## config.mk

```make
export PLATFORM = sky130hd
export DESIGN_NAME = alu_cmd_issuer
export DESIGN_NICKNAME = d
export VERILOG_FILES = /design/src/rtl/alu_cmd_issuer.sv
export SDC_FILE = /design/constraint.sdc
export NUM_CORES = 1
export LEC_CHECK = 0
export ABC_AREA = 1
export BUFFER_PORTS_ARGS = -buffer_cell sky130_fd_sc_hd__buf_2
export CORE_AREA = 2 2 186 188
export DETAILED_ROUTE_END_ITERATION = 16
export DIE_AREA = 0 0 188 190
export GPL_ROUTABILITY_DRIVEN = 1
export PLACE_DENSITY_LB_ADDON = 0.08
export SLEW_MARGIN = 20
export SYNTH_ARGS = -nofsm -noshare
export SYNTH_HDL_FRONTEND = slang
export SYNTH_SLANG_ARGS = --single-unit
```

## constraint.sdc

```tcl
create_clock -name clk -period 12.5 [get_ports clk]
set_input_delay 2.5 -clock clk [delete_from_list [all_inputs] [get_ports clk]]
set_output_delay 2.5 -clock clk [all_outputs]
set_load 0.03 [all_outputs]
```

## src/rtl/alu_cmd_issuer.sv

```systemverilog
// alu_cmd_issuer: issues ops to a fixed-latency ALU and returns tagged, in-order responses.
// Optional perf counters are built when ALU_ISSUER_PERF_EN is defined.
module alu_cmd_issuer #(
  parameter int W         = 64,
  parameter int TAG_W     = 4,
  parameter int ALU_LAT   = 2,
  parameter int RSP_DEPTH = 4
) (
  input  logic             clk,
  input  logic             rst,
  input  logic             req_valid_i,
  output logic             req_ready_o,
  input  logic [3:0]       req_opcode_i,
  input  logic [W-1:0]     req_a_i,
  input  logic [W-1:0]     req_b_i,
  input  logic [TAG_W-1:0] req_tag_i,
  output logic [3:0]       alu_opcode_o,
  output logic [W-1:0]     alu_input1_o,
  output logic [W-1:0]     alu_input2_o,
  output logic [4:0]       alu_shift_o,
  input  logic [W-1:0]     alu_result_i,
  input  logic             alu_carry_i,
  output logic             rsp_valid_o,
  input  logic             rsp_ready_i,
  output logic [W-1:0]     rsp_result_o,
  output logic             rsp_carry_o,
  output logic             rsp_zero_o,
  output logic             rsp_sign_o,
  output logic             rsp_err_o,
  output logic [TAG_W-1:0] rsp_tag_o,
  output logic [31:0]      perf_issued_o,
  output logic [31:0]      perf_stall_o
);

  localparam int NS = ALU_LAT + 1;
  localparam int PW = (RSP_DEPTH > 1) ? $clog2(RSP_DEPTH) : 1;
  localparam int CW = $clog2(RSP_DEPTH + 1);
  localparam int OW = $clog2(RSP_DEPTH + NS + 1);

  localparam logic [3:0] OP_ADD   = 4'd0;
  localparam logic [3:0] OP_SUB   = 4'd1;
  localparam logic [3:0] OP_PASSB = 4'd6;

  typedef struct packed {
    logic             carry;
    logic             zero;
    logic             sign;
    logic             err;
    logic [TAG_W-1:0] tag;
    logic [W-1:0]     res;
  } rsp_t;

  logic             accept;
  logic             pop;
  logic             push;
  logic             req_illegal;

  logic             slot_v_q   [NS];
  logic [TAG_W-1:0] slot_tag_q [NS];
  logic [3:0]       slot_op_q  [NS];
  logic             slot_err_q [NS];

  rsp_t             fifo_q [RSP_DEPTH];
  rsp_t             cap;
  rsp_t             head;
  logic [PW-1:0]    wptr_q, wptr_d;
  logic [PW-1:0]    rptr_q, rptr_d;
  logic [CW-1:0]    cnt_q, cnt_d;
  logic [OW-1:0]    outst;
  logic             cap_arith;

  assign req_illegal = req_opcode_i > OP_PASSB;
  assign accept      = req_valid_i & req_ready_o;
  assign rsp_valid_o = cnt_q != '0;
  assign pop         = rsp_valid_o & rsp_ready_i;
  assign push        = slot_v_q[NS-1];
  assign alu_shift_o = 5'd0;

  always_ff @(posedge clk or posedge rst) begin
    if (rst) begin
      alu_opcode_o <= '0;
      alu_input1_o <= '0;
      alu_input2_o <= '0;
    end else if (accept) begin
      alu_opcode_o <= req_opcode_i;
      alu_input1_o <= req_a_i;
      alu_input2_o <= req_b_i;
    end
  end

  // One slot per ALU stage plus one; the last slot lines up with a valid result.
  always_ff @(posedge clk or posedge rst) begin
    if (rst) begin
      for (int i = 0; i < NS; i++) begin
        slot_v_q[i]   <= 1'b0;
        slot_tag_q[i] <= '0;
        slot_op_q[i]  <= '0;
        slot_err_q[i] <= 1'b0;
      end
    end else begin
      slot_v_q[0]   <= accept;
      slot_tag_q[0] <= req_tag_i;
      slot_op_q[0]  <= req_opcode_i;
      slot_err_q[0] <= req_illegal;
      for (int i = 1; i < NS; i++) begin
        slot_v_q[i]   <= slot_v_q[i-1];
        slot_tag_q[i] <= slot_tag_q[i-1];
        slot_op_q[i]  <= slot_op_q[i-1];
        slot_err_q[i] <= slot_err_q[i-1];
      end
    end
  end

  always_comb begin
    cap_arith = (slot_op_q[NS-1] == OP_ADD) |
                (slot_op_q[NS-1] == OP_SUB);
    cap       = '0;
    cap.err   = slot_err_q[NS-1];
    cap.tag   = slot_tag_q[NS-1];
    cap.res   = slot_err_q[NS-1] ? '0 : alu_result_i;
    cap.carry = alu_carry_i & cap_arith;
    cap.zero  = cap.res == '0;
    cap.sign  = cap.res[W-1];
  end

  always_comb begin
    wptr_d = wptr_q;
    rptr_d = rptr_q;
    cnt_d  = cnt_q;
    if (push) begin
      wptr_d = (wptr_q == PW'(RSP_DEPTH - 1)) ? '0 : wptr_q + 1'b1;
    end
    if (pop) begin
      rptr_d = (rptr_q == PW'(RSP_DEPTH - 1)) ? '0 : rptr_q + 1'b1;
    end
    unique case (1'b1)
      (push & ~pop): cnt_d = cnt_q + 1'b1;
      (pop & ~push): cnt_d = cnt_q - 1'b1;
      default:       cnt_d = cnt_q;
    endcase
  end

  always_ff @(posedge clk or posedge rst) begin
    if (rst) begin
      wptr_q <= '0;
      rptr_q <= '0;
      cnt_q  <= '0;
    end else begin
      wptr_q <= wptr_d;
      rptr_q <= rptr_d;
      cnt_q  <= cnt_d;
    end
  end

  always_ff @(posedge clk) begin
    if (push) begin
      fifo_q[wptr_q] <= cap;
    end
  end

  assign head         = fifo_q[rptr_q];
  assign rsp_result_o = head.res;
  assign rsp_carry_o  = head.carry;
  assign rsp_zero_o   = head.zero;
  assign rsp_sign_o   = head.sign;
  assign rsp_err_o    = head.err;
  assign rsp_tag_o    = head.tag;

  // A pop this cycle frees its entry at the same edge, so its credit is reusable now.
  always_comb begin
    outst = OW'(cnt_q);
    for (int i = 0; i < NS; i++) begin
      outst = outst + OW'(slot_v_q[i]);
    end
  end

  assign req_ready_o = (outst - OW'(pop)) < OW'(RSP_DEPTH);

`ifdef ALU_ISSUER_PERF_EN
  logic [31:0] issued_q;
  logic [31:0] stall_q;
  logic        stall;

  assign stall = req_valid_i & ~req_ready_o;

  always_ff @(posedge clk or posedge rst) begin
    if (rst) begin
      issued_q <= '0;
      stall_q  <= '0;
    end else begin
      if (accept && issued_q != 32'hFFFF_FFFF) begin
        issued_q <= issued_q + 32'd1;
      end
      if (stall && stall_q != 32'hFFFF_FFFF) begin
        stall_q <= stall_q + 32'd1;
      end
    end
  end

  assign perf_issued_o = issued_q;
  assign perf_stall_o  = stall_q;
`else
  assign perf_issued_o = 32'd0;
  assign perf_stall_o  = 32'd0;
`endif

endmodule

```

==> impl_results.md <==
- Std-Cell Core Area: 33900 um^2
- RR Startpoint: cnt_q[1]
- Commonest non-fill, non-tap cell in the layout: buf_2
- Endpoints failing hold: 0
- Latest clock arrival within the worst-skew pair: 0.55 ns
- Clock Skew: 0.0195 ns
- Xor/xnor share of the synthesized area: 0.0959%
- First-pass GRT wire length: 69900 um
- Share of layout cells above drive strength 1: 24.7%
- Static Leak: 9.98 nW
- Commonest cells after routing, fill and taps aside: buf_2 (409), nand2_1 (349), edfxtp_1 (284)
- Row count: 68
- Initial antenna violation count: 4
- Fin worst setup slack: 5.17 ns
- Cells along the critical path: buf_2 > and2_0 > ha_1 > fa_1 > inv_1 > ha_1 > nand3_1 > nand2_1 > inv_1 > nand3_2 > nand2_4 > buf_2
- Hold_sp: slot_tag_q[7]
- Hold Path End: cap[67]
- Largest family of logic cells by synthesized area: simple AND/OR/NAND/NOR gates
- Max Buffers Root-to-Sink: 3
- Vias: 13000
- CP startpoint kind: input port
- Worst path max stage delay: 0.36 ns
- Vias per cell: 5.21
- Post-synthesis adder-cell area fraction: 0.835%
- IO buf count: 410
- Final worst-path cycle share: 58.6%
- Power Density: 288 nW/um^2
- Hold crit path type: reg -> reg
- Worst r2r dst: alu_input2_o[46]
- CP required: 10.00 ns
- Yosys reg bits: 450
- Hold path depth: 0
- Hold_ws: 0.347 ns
- Peak Freq: 0.136 GHz
- Die width: 188 um
- Cell Area, Synth: 18300 um^2
- All-layer global routing usage: 25.2%
- Layout Utilization: 63.7%
- Max Slew Vio Count: 0
- Root Driver: clkbuf_16
- Post-synthesis sequential area ratio: 69.4%
- Arr. time, crit path: 4.83 ns
- Final net count: 2223
- Compound-Gate Fraction of Synth Area: 6.96%
- First-pass DRT Iterations: 5
- CTS sink cnt: 450
- Initial Utilization: 53.8%
- Hold-fix buffers, CTS: 0
- Status: complete, no violations
- TritonCTS clock tree: yes
- Max rail drop VDD: 0.188 mV
- Wire length per cell: 18.5 um
- Critical path class: in -> out
- Post-synthesis mux area share: 0%
- GPL Wtd Cong: 0.852
- Simple-Gate Fraction of Synth Area: 15.1%
- Total gr overflow: 0
- Routed WL: 46200 um
- Io pins: 480
- Pin count of the biggest net entering global routing: 107
- H-tree depth: 2
- Synth cell types: 28
- Worst Tran Pin Value: 1.16 ns
- Reg clk slew, reported paths: 0.06 ns
- Vias in the first global route: 12600
- Critical path endpoint category: output port
- Peak fanout along the critical path: 42
- Slowest cell on crit path: fa_1
- Antenna Violating Nets Remaining: 0
- Reg2Reg Depth: 15
- Slew HR: 22.8%
- Die Y: 190 um
- Pre-CTS setup slack: 5.17 ns
- Synth warn: 0
- Max_cap viols: 0
- Fin crit period: 7.33 ns
- Post-DP HPWL: 29200 um
- Setup TNS: 0 ns
- R2r setup slk: 8.59 ns
- Crit path launch: rsp_ready_i
- Number of post-CTS setup repair buffers: 0
- Initial DRC count: 854
- Post-synthesis cell count: 1635
- Mean Syn Cell Area: 11.2 um^2
- DRC: 0
- Die area: 35700 um^2
- RSZ-0062 raised after global routing: false
- Setup-failing EPs final: 0
- Area growth, synth to finish: 18.3%
- Cts bufs inserted: 46
- Cts repair resizes: 0
[metrics by stage]
stage | std cells | total power, mW | area (um^2)
after floorplan | 1703 | 4.28 | 18500
after global placement | 2414 | 4.95 | 20200
after detailed placement | 2414 | 5.00 | 20200
after CTS | 2496 | 6.27 | 21600
after global routing | 2499 | 6.59 | 21600
final | 2499 | 6.23 | 21600
[flip-flops by register name (all words and copies together) (netlist names)]
register,flops
slot_tag_q,8
slot_err_q,2
alu_input2_o,64
slot_v_q,2
alu_input1_o,64
wptr_q,2
fifo_q,284
cnt_q,3
rptr_q,2
cap,5
slot_op_q,9
alu_opcode_o,4
push,1
[metal layers]
metal  GRT usage [%]  wire length [um]  vias to the layer above
met5               0                16                        -
met4            7.12              1020                        2
met3            5.90              3390                       66
met2            43.9             23800                      456
met1            31.8             18000                     6352
li1                -                 -                     6133
[final cells by class]
| cell class | instances | area [um^2] |
|---|---|---|
| repair buffers | 423 | 2150 |
| inverters | 89 | 347 |
| diodes | 3 | 7.51 |
| clock inverters | 23 | 155 |
| flip-flops and latches | 450 | 12700 |
| well taps | 455 | 569 |
| clock buffers | 59 | 1230 |
| fillers | 2808 | 12300 |
| multi-input cells | 997 | 4470 |
[cell usage after synthesis]
cell type  instances  area [um^2]
a21oi_1            6         30.0
a31o_2             1         8.76
and2_0             1         6.26
buf_1              2         7.51
buf_2             26          130
buf_4             71          533
buf_6             15          169
buf_8              1         15.0
clkbuf_1          52          195
conb_1             1         3.75
dfrtp_1          166         4150
edfxtp_1         284         8530
fa_1               2         40.0
ha_1               9          113
inv_1             86          323
inv_2              3         11.3
nand2_1          349         1310
nand2_4            1         11.3
nand3_1          138          691
nand3_2            3         30.0
nand4_1            1         6.26
nor2_1           187          702
nor4_1             1         6.26
o21a_1             3         22.5
o21ai_0          153          766
o22ai_1           71          444
xnor2_1            1         8.76
xor2_1             1         8.76
[worst max-delay path, delay by kind of cell]
kind | cells | cell delay, ns
buffers and inverters | 4 | 0.54
AND/OR/NAND/NOR | 5 | 0.85
adder cells (fa/ha/maj) | 3 | 0.91
[kinds of logic after synthesis]
| logic type | count (synthesis) |
|---|---|
| simple gates | 681 |
| flops | 450 |
| buf+inv | 256 |
| compound gates | 234 |
| fa+ha+maj | 11 |
| xor+xnor | 2 |
| other cells | 1 |
[worst max path at each step]
| stage | slack [ns] | end |
|---|---|---|
| after floorplan | 5.51 | alu_input1_o[0] |
| after global placement | 5.22 | req_ready_o |
| after detailed placement | 5.17 | req_ready_o |
| after CTS | 5.18 | req_ready_o |
| after global routing | 5.01 | req_ready_o |
| final | 5.17 | req_ready_o |
[power by group]
group / switching [mW] / internal [mW] / total, mW
registers: 0.194 / 1.99 / 2.18
logic: 2.09 / 0.683 / 2.78
clock network: 0.554 / 0.716 / 1.27
total: 2.84 / 3.39 / 6.23
No activity file was read; power rests on OpenSTA's default activity.
